===== src/rtl/wishbone_master_if.sv =====
// Wishbone B3 master/slave bus signals.
// The _o/_i suffixes are named from the master's side.
interface wishbone_master_if;
   logic        cyc_o;
   logic        stb_o;
   logic        we_o;
   logic [31:0] adr_o;
   logic [31:0] dat_o;
   logic [31:0] dat_i;
   logic [3:0]  sel_o;
   logic [2:0]  cti_o;
   logic [1:0]  bte_o;
   logic        ack_i;
   logic        err_i;
   logic        rty_i;

   modport master (
      output cyc_o, stb_o, we_o, adr_o, dat_o, sel_o, cti_o, bte_o,
      input  dat_i, ack_i, err_i, rty_i
   );

   modport slave (
      input  cyc_o, stb_o, we_o, adr_o, dat_o, sel_o, cti_o, bte_o,
      output dat_i, ack_i, err_i, rty_i
   );
endinterface


===== src/rtl/wishbone_master.sv =====
// Wishbone B3 master: converts a command/write-data stream into single or
// incrementing-burst cycles, returning read beats and a completion status.
module wishbone_master #(
   parameter int TIMEOUT = 255
) (
   input  logic              clk_i,
   input  logic              reset_i,
   wishbone_master_if.master wb,
   input  logic              cmd_valid_i,
   output logic              cmd_ready_o,
   input  logic              cmd_we_i,
   input  logic [31:0]       cmd_adr_i,
   input  logic [3:0]        cmd_sel_i,
   input  logic [3:0]        cmd_len_i,
   input  logic [31:0]       wr_dat_i,
   input  logic              wr_valid_i,
   output logic              wr_ready_o,
   output logic [31:0]       rd_dat_o,
   output logic              rd_valid_o,
   output logic              done_o,
   output logic [1:0]        status_o,
   output logic              busy_o
);
   typedef enum logic [1:0] {IDLE, LOAD, STROBE, DONE} state_t;

   localparam logic [7:0] TIMEOUT_LAST = 8'(TIMEOUT - 1);
   localparam logic [1:0] STATUS_OK  = 2'b00;
   localparam logic [1:0] STATUS_ERR = 2'b01;
   localparam logic [1:0] STATUS_RTY = 2'b10;
   localparam logic [1:0] STATUS_TMO = 2'b11;
   localparam logic [2:0] CTI_CLASSIC = 3'b000;
   localparam logic [2:0] CTI_INCR    = 3'b010;
   localparam logic [2:0] CTI_END     = 3'b111;

   state_t      state_reg;
   logic        cyc_reg;
   logic        stb_reg;
   logic        we_reg;
   logic        burst_reg;
   logic [31:0] adr_reg;
   logic [31:0] dat_reg;
   logic [3:0]  sel_reg;
   logic [2:0]  cti_reg;
   logic [3:0]  cnt_reg;
   logic [7:0]  tmo_reg;
   logic [31:0] rd_dat_reg;
   logic        rd_valid_reg;
   logic        done_reg;
   logic [1:0]  status_reg;
   logic        busy_reg;

   logic        cmd_accept;
   logic        ack_ok;
   logic        last_beat;
   logic [3:0]  cnt_next;

   function automatic logic [2:0] cti_for(input logic burst, input logic [3:0] remaining);
      if (!burst) begin
         return CTI_CLASSIC;
      end
      return (remaining == 4'd0) ? CTI_END : CTI_INCR;
   endfunction

   // Ready strobes are gated by reset so they read 0 while reset is held.
   assign cmd_ready_o = reset_i && (state_reg == IDLE);
   assign cmd_accept  = cmd_ready_o && cmd_valid_i;
   assign ack_ok      = (state_reg == STROBE) && wb.ack_i && !wb.err_i && !wb.rty_i;
   assign last_beat   = (cnt_reg == 4'd0);
   assign cnt_next    = cnt_reg - 4'd1;

   assign wr_ready_o = reset_i && wr_valid_i &&
                       ((cmd_accept && cmd_we_i) ||
                        (state_reg == LOAD) ||
                        (ack_ok && we_reg && !last_beat));

   always_ff @(posedge clk_i) begin
      if (!reset_i) begin
         state_reg    <= IDLE;
         cyc_reg      <= 1'b0;
         stb_reg      <= 1'b0;
         we_reg       <= 1'b0;
         burst_reg    <= 1'b0;
         adr_reg      <= 32'd0;
         dat_reg      <= 32'd0;
         sel_reg      <= 4'd0;
         cti_reg      <= 3'd0;
         cnt_reg      <= 4'd0;
         tmo_reg      <= 8'd0;
         rd_dat_reg   <= 32'd0;
         rd_valid_reg <= 1'b0;
         done_reg     <= 1'b0;
         status_reg   <= 2'd0;
         busy_reg     <= 1'b0;
      end else begin
         rd_valid_reg <= 1'b0;
         done_reg     <= 1'b0;
         case (state_reg)
            IDLE: begin
               if (cmd_valid_i) begin
                  we_reg    <= cmd_we_i;
                  adr_reg   <= {cmd_adr_i[31:2], 2'b00};
                  sel_reg   <= cmd_sel_i;
                  cnt_reg   <= cmd_len_i;
                  burst_reg <= (cmd_len_i != 4'd0);
                  cti_reg   <= cti_for(cmd_len_i != 4'd0, cmd_len_i);
                  tmo_reg   <= 8'd0;
                  cyc_reg   <= 1'b1;
                  busy_reg  <= 1'b1;
                  if (!cmd_we_i) begin
                     stb_reg   <= 1'b1;
                     state_reg <= STROBE;
                  end else if (wr_valid_i) begin
                     dat_reg   <= wr_dat_i;
                     stb_reg   <= 1'b1;
                     state_reg <= STROBE;
                  end else begin
                     stb_reg   <= 1'b0;
                     state_reg <= LOAD;
                  end
               end
            end

            LOAD: begin
               if (wr_valid_i) begin
                  dat_reg   <= wr_dat_i;
                  stb_reg   <= 1'b1;
                  tmo_reg   <= 8'd0;
                  state_reg <= STROBE;
               end
            end

            STROBE: begin
               if (wb.err_i) begin
                  cyc_reg    <= 1'b0;
                  stb_reg    <= 1'b0;
                  done_reg   <= 1'b1;
                  status_reg <= STATUS_ERR;
                  state_reg  <= DONE;
               end else if (wb.rty_i) begin
                  cyc_reg    <= 1'b0;
                  stb_reg    <= 1'b0;
                  done_reg   <= 1'b1;
                  status_reg <= STATUS_RTY;
                  state_reg  <= DONE;
               end else if (wb.ack_i) begin
                  adr_reg <= adr_reg + 32'd4;
                  cnt_reg <= cnt_next;
                  tmo_reg <= 8'd0;
                  cti_reg <= cti_for(burst_reg, cnt_next);
                  if (!we_reg) begin
                     rd_dat_reg   <= wb.dat_i;
                     rd_valid_reg <= 1'b1;
                  end
                  if (last_beat) begin
                     cyc_reg    <= 1'b0;
                     stb_reg    <= 1'b0;
                     done_reg   <= 1'b1;
                     status_reg <= STATUS_OK;
                     state_reg  <= DONE;
                  end else if (we_reg) begin
                     // Without fresh data the strobe pauses in LOAD but cyc stays owned.
                     if (wr_valid_i) begin
                        dat_reg <= wr_dat_i;
                     end else begin
                        stb_reg   <= 1'b0;
                        state_reg <= LOAD;
                     end
                  end
               end else if (tmo_reg == TIMEOUT_LAST) begin
                  cyc_reg    <= 1'b0;
                  stb_reg    <= 1'b0;
                  done_reg   <= 1'b1;
                  status_reg <= STATUS_TMO;
                  state_reg  <= DONE;
               end else begin
                  tmo_reg <= tmo_reg + 8'd1;
               end
            end

            DONE: begin
               busy_reg  <= 1'b0;
               state_reg <= IDLE;
            end

            default: begin
               state_reg <= IDLE;
            end
         endcase
      end
   end

   assign wb.cyc_o = cyc_reg;
   assign wb.stb_o = stb_reg;
   assign wb.we_o  = we_reg;
   assign wb.adr_o = adr_reg;
   assign wb.dat_o = dat_reg;
   assign wb.sel_o = sel_reg;
   assign wb.cti_o = cti_reg;
   assign wb.bte_o = 2'b00;

   assign rd_dat_o   = rd_dat_reg;
   assign rd_valid_o = rd_valid_reg;
   assign done_o     = done_reg;
   assign status_o   = status_reg;
   assign busy_o     = busy_reg;
endmodule


===== src/flat_wrapper.sv =====
// flat-port wrapper written by rule: the top's interface ports become plain ports
module wishbone_master_flat 
#(
   parameter int TIMEOUT = 255
)
  (clk_i, reset_i, cmd_valid_i, cmd_ready_o, cmd_we_i, cmd_adr_i, cmd_sel_i, cmd_len_i, wr_dat_i, wr_valid_i, wr_ready_o, rd_dat_o, rd_valid_o, done_o, status_o, busy_o, wb_cyc_o, wb_stb_o, wb_we_o, wb_adr_o, wb_dat_o, wb_sel_o, wb_cti_o, wb_bte_o, wb_dat_i, wb_ack_i, wb_err_i, wb_rty_i);
  wishbone_master_if wb_i ();
  input  logic clk_i;
  input  logic reset_i;
  input  logic cmd_valid_i;
  output logic cmd_ready_o;
  input  logic cmd_we_i;
  input  logic [31:0] cmd_adr_i;
  input  logic [3:0] cmd_sel_i;
  input  logic [3:0] cmd_len_i;
  input  logic [31:0] wr_dat_i;
  input  logic wr_valid_i;
  output logic wr_ready_o;
  output logic [31:0] rd_dat_o;
  output logic rd_valid_o;
  output logic done_o;
  output logic [1:0] status_o;
  output logic busy_o;
  output wire logic [$bits(wb_i.cyc_o)-1:0] wb_cyc_o;
  output wire logic [$bits(wb_i.stb_o)-1:0] wb_stb_o;
  output wire logic [$bits(wb_i.we_o)-1:0] wb_we_o;
  output wire logic [$bits(wb_i.adr_o)-1:0] wb_adr_o;
  output wire logic [$bits(wb_i.dat_o)-1:0] wb_dat_o;
  output wire logic [$bits(wb_i.sel_o)-1:0] wb_sel_o;
  output wire logic [$bits(wb_i.cti_o)-1:0] wb_cti_o;
  output wire logic [$bits(wb_i.bte_o)-1:0] wb_bte_o;
  input wire logic [$bits(wb_i.dat_i)-1:0] wb_dat_i;
  input wire logic [$bits(wb_i.ack_i)-1:0] wb_ack_i;
  input wire logic [$bits(wb_i.err_i)-1:0] wb_err_i;
  input wire logic [$bits(wb_i.rty_i)-1:0] wb_rty_i;
  assign wb_cyc_o = wb_i.cyc_o;
  assign wb_stb_o = wb_i.stb_o;
  assign wb_we_o = wb_i.we_o;
  assign wb_adr_o = wb_i.adr_o;
  assign wb_dat_o = wb_i.dat_o;
  assign wb_sel_o = wb_i.sel_o;
  assign wb_cti_o = wb_i.cti_o;
  assign wb_bte_o = wb_i.bte_o;
  assign wb_i.dat_i = wb_dat_i;
  assign wb_i.ack_i = wb_ack_i;
  assign wb_i.err_i = wb_err_i;
  assign wb_i.rty_i = wb_rty_i;
  wishbone_master #(.TIMEOUT(TIMEOUT)) u_core (.clk_i(clk_i), .reset_i(reset_i), .wb(wb_i), .cmd_valid_i(cmd_valid_i), .cmd_ready_o(cmd_ready_o), .cmd_we_i(cmd_we_i), .cmd_adr_i(cmd_adr_i), .cmd_sel_i(cmd_sel_i), .cmd_len_i(cmd_len_i), .wr_dat_i(wr_dat_i), .wr_valid_i(wr_valid_i), .wr_ready_o(wr_ready_o), .rd_dat_o(rd_dat_o), .rd_valid_o(rd_valid_o), .done_o(done_o), .status_o(status_o), .busy_o(busy_o));
endmodule

===== config.mk =====
export PLATFORM = sky130hd
export DESIGN_NAME = wishbone_master_flat
export DESIGN_NICKNAME = d
export VERILOG_FILES = /design/src/rtl/wishbone_master_if.sv /design/src/rtl/wishbone_master.sv /design/src/flat_wrapper.sv
export SDC_FILE = /design/constraint.sdc
export NUM_CORES = 1
export LEC_CHECK = 0
export ABC_CLOCK_PERIOD_IN_PS = 2000
export CAP_MARGIN = 25
export CORE_UTILIZATION = 40
export CTS_CLUSTER_DIAMETER = 40
export CTS_CLUSTER_SIZE = 8
export DETAILED_ROUTE_END_ITERATION = 8
export HOLD_SLACK_MARGIN = 0.1
export PLACE_DENSITY = 0.82
export SKIP_CTS_REPAIR_TIMING = 1
export SYNTH_ARGS = -nofsm -noshare
export SYNTH_HDL_FRONTEND = slang
export SYNTH_SLANG_ARGS = --single-unit

===== constraint.sdc =====
create_clock -name clk_i -period 2 [get_ports clk_i]
set_input_delay 0.3 -clock clk_i [delete_from_list [all_inputs] [get_ports clk_i]]
set_output_delay 0.3 -clock clk_i [all_outputs]
set_load 0.02 [all_outputs]

==> results.cfg, run 1 <==
[cts]
cts.path.max_buffers = 2
h-tree-depth = 4
cts_buffers = 17
worstSkewPairLatency_ns = 0.41
root_buffer = clkbuf_16
path_clk_slew_ns = 0.06
cts.sinks = 123
cts_tree = yes

[floorplan]
die_area_sq_mm = 0.01506
dieHeight_um = 122.7
rows = 43
start_util_pct = 41.50
fp.coreArea_sq_mm = 0.01404
io_pins = 227
dieWidth_um = 122.7

[timing]
grt_setup_unrepaired = true
setup_viol = 1
holdWs_ns = 0.1919
finClkSkew_ns = 0.01169
min_period_ns = 2.285
final-hold-violation-count = 0
fmax_mhz = 437.5
slew_violations = 0
setup_ws_ns = -0.2855
finalCritPeriodShare_pct = 114.3
slew_headroom_pct = 50.12
worst_slew_pin_slew_ns = 0.7483

[pwr]
p_leak_nw = 3.499
pwr_density_cell_mw_per_mm2 = 1269
ir_drop_v = 0.0007465

[drt]
drcViolationCount = 0
vias = 6415
drt_iter0_drc = 443
routedWlPerCell_um = 15.05
wirelength_um = 18160
drt_first_pass_iters = 5
ant_nets = 0
viasPerCell = 5.315

[global_routing]
grt_usage_pct = 22.90
grt_max_degree = 70
grt_pass1_wl_um = 27330
first_global_vias = 5695
grt.overflow.total = 0
grt_antenna_before_repair = 0

[yosys]
synth-compound-area-share_pct = 20.63
synth_xor_area_share_pct = 0.7514
synth_ff_type = dfxtp_1
synth_edf_count = 0
synth-seq-cells = 123
synth_top_family_by_area = simple AND/OR/NAND/NOR gates
ys_seq_area_share_pct = 42.25
synth_async_sr_flop_share_pct = 0
muxShareOfSynthArea_pct = 2.061
synth-simple-area-share_pct = 26.81
synth.avg_cell_area_sq_um = 7.689
synthDistinctLibCells = 62
yosys_warnings = 0
netlist_area_sq_mm = 0.005828
synth_adder_area_share_pct = 1.932
synth_cells = 758

[layout]
drive_above_1_share_pct = 13.73
final_core_util_pct = 66.93
fillCellCount = 1118
area_growth_pct = 61.27
n_antenna_cell = 0
nets = 1135

[worst_setup_path]
path_class = reg2out
startpoint_type = flip-flop
worstPathMaxFanout = 2
critPathArrivalTime_ns = 1.99
required_ns = 1.70
critPathCaptureType = primary output

[placement]
portBuffers = 220
dp_hpwl_um = 12500
place.gp.congestion = 0.8962

[flow_run]
drv_cap = 0

[min_path]
hold_class = in2reg

[outcome]
status = finished with violations
violations = negative setup slack
[final timing paths]
| check | end | depth (start not counted) | slack [ns] | start |
|---|---|---|---|---|
| setup reg to reg | u_core.status_o[0] | 7 | 0.04 | u_core.cnt_reg[1] |
| hold / removal | u_core.status_o[0] | 2 | 0.19 | reset_i |
| setup / recovery | wr_ready_o | 7 | -0.29 | u_core.cnt_reg[0] |
| hold reg to reg | u_core.wb.dat_o[8] | 2 | 0.45 | u_core.wb.dat_o[8] |
[stage by stage]
| step | power (W) | area [sq um] | setup TNS [ns] | cells | setup WS, ns |
|---|---|---|---|---|---|
| 6_report | 0.01193 | 9399 | -0.2855 | 1207 | -0.2855 |
| 5_1_grt | 0.01262 | 9399 | -0.4449 | 1207 | -0.3401 |
| 4_1_cts | 0.01165 | 9196 | -2.004 | 1200 | -0.8814 |
| 3_5_place_dp | 0.008409 | 8578 | -12.21 | 1168 | -0.5633 |
| 3_3_place_gp | 0.008324 | 8578 | -10.00 | 1168 | -0.5064 |
| 2_1_floorplan | 0.006120 | 5848 | 0 | 761 | 0.06877 |
[cells by family (layout without fill, tap and decap cells)]
family                     count (synthesis)  count (layout)
other                                      1               4
xor gates and xnor gates                   5               5
AOI/OAI and AO/OA                        202             202
and+or+nand+nor                          332             332
adders and majority gates                  9               9
buffers and inverters                     74             340
muxes                                     12              12
DFF                                      123             123
[layer usage]
layer / vias to the layer above / track usage, % / part of all wire [%]
met3: 44 / 6.459 / 8.1
met4: 0 / 9.909 / 2.8
li1: 3169 / - / -
met1: 2916 / 28.88 / 43
met2: 286 / 36.34 / 46
met5: - / 0 / 0
[cell usage after synthesis (all sizes together), types with 10 or more instances]
library cell | number | area, sq um
nor3 | 11 | 55.05
o22ai | 10 | 62.56
mux2i | 12 | 120.1
inv | 15 | 56.30
and3 | 15 | 93.84
clkbuf | 33 | 125.1
a21oi | 72 | 371.6
dfxtp | 123 | 2462
nand2 | 154 | 578.1
buf | 26 | 138.9
o21ai | 67 | 335.3
nor2 | 44 | 165.2
nand3 | 57 | 285.3
[cell usage in the layout (no fill, tap or decap), types with 3 or more instances in the layout]
cell / Yosys / routed
dfxtp_1: 123 / 120
o21ai_1: 4 / 5
nor4_1: 5 / 3
clkinvlp_4: 0 / 4
nor2b_1: 9 / 9
nor2_1: 44 / 44
inv_1: 14 / 11
buf_12: 0 / 7
o21ai_0: 63 / 61
bufinv_16: 0 / 3
xnor2_1: 5 / 5
a211oi_1: 7 / 5
o221a_2: 3 / 3
mux2i_1: 12 / 11
clkdlybuf4s50_1: 0 / 217
a21boi_0: 3 / 3
nand3_1: 57 / 57
dfxtp_2: 0 / 3
o22ai_1: 10 / 10
a221oi_1: 3 / 3
a22oi_1: 3 / 3
nand2_1: 154 / 153
inv_2: 1 / 4
nand2b_1: 7 / 7
a31oi_1: 6 / 5
a21oi_1: 71 / 70
conb_1: 1 / 4
a21o_1: 6 / 6
and3_1: 15 / 15
nor3_1: 11 / 10
buf_6: 0 / 4
buf_4: 6 / 61
clkbuf_16: 0 / 17
ha_1: 9 / 6
nand4_1: 7 / 7
nor4_4: 2 / 3
and2_1: 4 / 4
[power breakdown]
part	internal, W	switching [W]
Sequential	0.00296	0.000399
Combinational	0.00253	0.00284
Clock	0.00203	0.00117
Total	0.00752	0.00441
[critical path, stage by stage, from the launching register on]
cell      delay [ns]
dfxtp_2         0.33
inv_2           0.05
ha_4            0.15
or3b_4          0.24
nand2_2         0.06
or3_1           0.33
a211oi_2        0.24
buf_4           0.18
[layout make-up]
type,count,area [sq um],share of cell area (%)
Sequential cell,123,2466,26.24
Clock buffer,19,452.9,4.819
Inverter,15,56.30,0.5990
Multi-Input combinational cell,564,3184,33.88
Clock inverter,13,165.2,1.757
Tap cell,180,225.2,2.396
Timing Repair Buffer,293,2849,30.31
No activity file was read; power rests on OpenSTA's default activity.
==> run 2: changes to the inputs <==
ABC_AREA = 1   (was not set)
==> run 2 against run 1 <==
The flow now finishes without violations. Critical endpoint unchanged. Non-clock buffer count shrank 28. Die area up 2.2%. Clock power decreased by 5%. Highest routed layer unchanged. Sequential power rose by 10%.
==> results.cfg, run 2 <==
[timing]
final-hold-violation-count = 0
slew_violations = 0
setup_tns_ns = 0
fmax_mhz = 500.3
min_period_ns = 1.999
setup_viol = 0
finalCritPeriodShare_pct = 99.94
worst_slew_pin_slew_ns = 0.7445
grt_setup_unrepaired = true
slew_headroom_pct = 50.37
setup_ws_ns = 0.001200
finClkSkew_ns = 0.008752

[yosys]
yosysTopAreaCell = dfxtp_1
synth_adder_area_share_pct = 1.890
synth_ff_type = dfxtp_1
synth.area.top_cells = dfxtp_1 41%, nor2_1 15%, nand2_1 12%
synth_cells = 904
synth_xor_area_share_pct = 0.5881
synth_most_common_cell = nor2_1
muxShareOfSynthArea_pct = 0
synth_top_family_by_area = simple AND/OR/NAND/NOR gates
netlist_area_sq_mm = 0.005957
synth.avg_cell_area_sq_um = 6.590
synth-simple-area-share_pct = 33.04
synth_common_cells = 233 x nor2_1, 189 x nand2_1, 123 x dfxtp_1
synth_edf_count = 0
ys_seq_area_share_pct = 41.34
synth-compound-area-share_pct = 15.19
synthDistinctLibCells = 38
yosys_warnings = 0
synth-seq-cells = 123
synth_async_sr_flop_share_pct = 0
synth_top_area_share_pct = 41.34

[drt]
drt_first_pass_iters = 5
vias = 6716
routedWlPerCell_um = 14.27
drcViolationCount = 0
ant_nets = 0
drt_iter0_drc = 788
wirelength_um = 19180
viasPerCell = 4.997

[cts]
cts_buffers = 17
cts_tree = yes
cts.sinks = 123
h-tree-depth = 4
cts.path.max_buffers = 2
path_clk_slew_ns = 0.06
worstSkewPairLatency_ns = 0.42
root_buffer = clkbuf_16

[floorplan]
fp.coreArea_sq_mm = 0.01453
dieHeight_um = 124.0
rows = 44
io_pins = 227
die_area_sq_mm = 0.01538
start_util_pct = 40.99
dieWidth_um = 124.0

[layout]
final_core_util_pct = 63.74
area_growth_pct = 55.51
nets = 1268
final_common_cell = nor2_1
n_antenna_cell = 0
layout_common_cells = 228 x nor2_1, 217 x clkdlybuf4s50_1, 184 x nand2_1
design_area_sq_mm = 0.009264
drive_above_1_share_pct = 10.60

[global_routing]
grt.overflow.total = 0
grt_pass1_wl_um = 29900
grt_antenna_before_repair = 0
first_global_vias = 6231
grt_usage_pct = 25.34
grt_max_degree = 87

[worst_setup_path]
critPathArrivalTime_ns = 1.70
critPathCaptureType = primary output
reg2regPathDepth = 11
required_ns = 1.70
startpoint_type = flip-flop
worstPathMaxFanout = 2
path_class = reg2out

[flow_run]
drv_cap = 0

[pwr]
pwr_density_cell_mw_per_mm2 = 1412
power_w = 0.01308
p_leak_nw = 3.498
ir_drop_v = 0.0008965

[min_path]
hold_depth = 2
hold_class = reg2reg

[outcome]
status = finished, final reports clean

[placement]
placed_area_sq_mm = 0.008519
portBuffers = 220
place.gp.congestion = 0.9060
place_ws_ns = -0.4960
dp_hpwl_um = 13640
run 2: cell count changes after synthesis, moves of 7 or more:
cell,before,now
nor2_1,44,233
inv_1,14,56
a21oi_1,71,50
and3_1,15,0
nand2b_1,7,0
nor3_1,11,3
o21ai_0,63,105
o22ai_1,10,0
nand3_1,57,43
mux2i_1,12,0
nand2_1,154,189
clkbuf_1,32,21
nor2b_1,9,0
run 2: routing by layer:
metal / wire, um / up-vias / track usage [%]
li1: - / 3380 / -
met1: 7486 / 2995 / 27.79
met2: 9418 / 295 / 44.55
met3: 1694 / 46 / 7.647
met4: 580 / 0 / 11.90
met5: 0 / - / 0
run 2: cells by family after synthesis:
| group | count (synthesis) |
|---|---|
| other | 1 |
| AND/OR/NAND/NOR | 488 |
| AO/OA/AOI/OAI | 173 |
| flip-flops | 123 |
| XOR/XNOR | 4 |
| adder cells (fa/ha/maj) | 9 |
| buffers and inverters | 106 |
run 2: area by class of cell:
class / instances / area, sq um
clock buffer: 21 / 480.5
clock inverter: 11 / 108.9
fill: 1269 / 5270
inverter: 61 / 232.7
multi-input combinational: 678 / 3144
sequential: 123 / 2465
tap: 184 / 230.2
timing repair buffer: 265 / 2597
timing repair inverter: 1 / 5.005
run 2: path summary, 6_finish.rpt:
| kind | slack (ns) | from | end |
|---|---|---|---|
| max reg2reg | 0.06 | u_core.state_reg[0] | u_core.wb.adr_o[18] |
| min | 0.46 | u_core.wb.cyc_o | u_core.wb.cyc_o |
| min reg2reg | 0.46 | u_core.wb.cyc_o | u_core.wb.cyc_o |
| max | 0.001 | u_core.state_reg[0] | wr_ready_o |
run 2: through the flow:
step	hold slack (ns)	instances
after floorplan	0.4443	907
after global placement	0.4473	1308
after detailed placement	0.4586	1308
after CTS	0.4672	1340
after global routing	0.4983	1344
final	0.4635	1344
run 2: report_power, final:
part | switching [W] | internal [W]
sequential | 0.000580 | 0.00313
combinational | 0.00354 | 0.00279
clock | 0.00119 | 0.00185
total | 0.00531 | 0.00777
run 2: worst max-delay path, stage by stage, from the launching register on:
cell and delay [ns]:
dfxtp_2 0.32, inv_2 0.07, buf_4 0.12, ha_4 0.13
nand2_2 0.05, inv_2 0.07, nand2_2 0.07, a311oi_2 0.23
buf_4 0.20
==> run 3: changes to the inputs <==
GPL_ROUTABILITY_DRIVEN = 0   (was not set)
MAX_ROUTING_LAYER = met4   (was not set)
==> run 3 against run 2 <==
The flow now finishes with violations (negative setup slack). Die area is the same. Via count shrank 0.21%. Critical endpoint unchanged. Largest cell class unchanged. Highest routed layer unchanged. Routed wire length grew 0.31%. Count of clock-buffer cells in the layout is the same. Maximum frequency shrank 0.38%. Global-route usage grew 0.77 points. Register-to-register slack is essentially flat. Cell count is the same. Core utilization is the same.
==> results.cfg, run 3 (synthesis gave the netlist of run 2 again) <==
[min_path]
hold_depth = 2
holdPathEnd = u_core.wb.cyc_o
hold_class = reg2reg
hold_path_startpoint = u_core.wb.cyc_o

[floorplan]
io_pins = 227
start_util_pct = 40.99
rows = 44
dieHeight_um = 124.0
die_area_sq_mm = 0.01538
dieWidth_um = 124.0
fp.coreArea_sq_mm = 0.01453

[layout]
final_common_cell = nor2_1
final_core_util_pct = 63.74
n_antenna_cell = 0
nets = 1268
fillCellCount = 1269
drive_above_1_share_pct = 10.60
layout_common_cells = 228 x nor2_1, 217 x clkdlybuf4s50_1, 184 x nand2_1
area_growth_pct = 55.51

[cts]
cts.sinks = 123
cts_buffers = 17
cts.path.max_buffers = 2
cts_tree = yes
worstSkewPairLatency_ns = 0.42
path_clk_slew_ns = 0.06
h-tree-depth = 4
root_buffer = clkbuf_16

[drt]
viasPerCell = 4.987
drt_first_pass_iters = 7
ant_nets = 0
m1WireLength_um = 7691
top_layer = met4
dr_wl_met2_um = 9445
drcViolationCount = 0
drt_iter0_drc = 733
routedWlPerCell_um = 14.31
wirelength_um = 19240
vias = 6702
wl_met3_um = 1606

[timing]
finClkSkew_ns = 0.01086
setup_viol = 1
slew_violations = 0
min_period_ns = 2.006
final-hold-violation-count = 0
finalCritPeriodShare_pct = 100.3
grt_setup_unrepaired = true
fmax_mhz = 498.4
holdWs_ns = 0.4634
setup_ws_ns = -0.006446
slew_headroom_pct = 51.33
worst_slew_pin_slew_ns = 0.7300

[pwr]
power_w = 0.01307
pwr_density_cell_mw_per_mm2 = 1411
ir_drop_v = 0.0009012
p_leak_nw = 3.498

[global_routing]
grt_max_degree = 87
grt_usage_pct = 26.11
grt_antenna_before_repair = 0
grt.overflow.total = 0
grt_pass1_wl_um = 29870
first_global_vias = 6239

[worst_setup_path]
worst_r2r_endpoint = u_core.wb.adr_o[5]
critPathCaptureType = primary output
reg2regPathDepth = 11
path_class = reg2out
rrSetupSlack_ns = 0.06
worstPathMaxFanout = 2
startpoint_type = flip-flop
required_ns = 1.70
critPathArrivalTime_ns = 1.71
reg2reg_from = u_core.state_reg[0]

[outcome]
status = finished with violations
violations = negative setup slack

[placement]
portBuffers = 220
dp_hpwl_um = 13640

[flow_run]
drv_cap = 0
==> run 3: area by class of cell <==
cell class	instances	area (sq um)	share of cell area, %
inverters	61	232.7	2.512
well taps	184	230.2	2.485
clock buffers	21	480.5	5.186
repair inverters	1	5.005	0.05402
multi-input cells	678	3144	33.94
clock inverters	11	108.9	1.175
repair buffers	265	2597	28.04
flip-flops and latches	123	2465	26.61
==> run 3: metrics by stage <==
stage / area [sq um] / worst slack [ns] / TNS [ns] / std cells
floorplan: 5968 / 0.1507 / 0 / 907
global placement: 8519 / -0.4794 / -0.5390 / 1308
detailed placement: 8519 / -0.4960 / -1.521 / 1308
CTS: 9109 / -0.6316 / -2.795 / 1340
global route: 9264 / -0.07250 / -1.051 / 1344
finish: 9264 / -0.006446 / -0.006446 / 1344
==> run 3: worst max-delay path by stage <==
stage                   startpoint         end  depth (start not counted)
3_5_place_dp              wb_err_i  wr_ready_o                          7
2_1_floorplan  u_core.state_reg[0]  wr_ready_o                          6
4_1_cts        u_core.state_reg[0]  wr_ready_o                          8
6_report       u_core.state_reg[0]  wr_ready_o                          8
5_1_grt        u_core.state_reg[0]  wr_ready_o                          7
3_3_place_gp              wb_err_i  wr_ready_o                          7
==> run 3: worst max-delay path, cell delays in order (launching register included) <==
cell,delay (ns)
dfxtp_2,0.32
inv_2,0.07
buf_4,0.12
ha_4,0.13
nand2_2,0.05
inv_2,0.08
nand2_2,0.07
a311oi_2,0.23
buf_4,0.20
==> run 3: power breakdown <==
group,internal (W),switching (W),total [W]
Combinational,0.00279,0.00354,0.00633
Sequential,0.00313,0.000576,0.00370
Clock,0.00185,0.00119,0.00304
==> run 3: layer usage <==
metal | vias up | GRT usage [%]
li1 | 3375 | -
met1 | 2996 | 28.56
met4 | 0 | 10.34
met2 | 292 | 44.55
met5 | - | -
met3 | 39 | 7.555
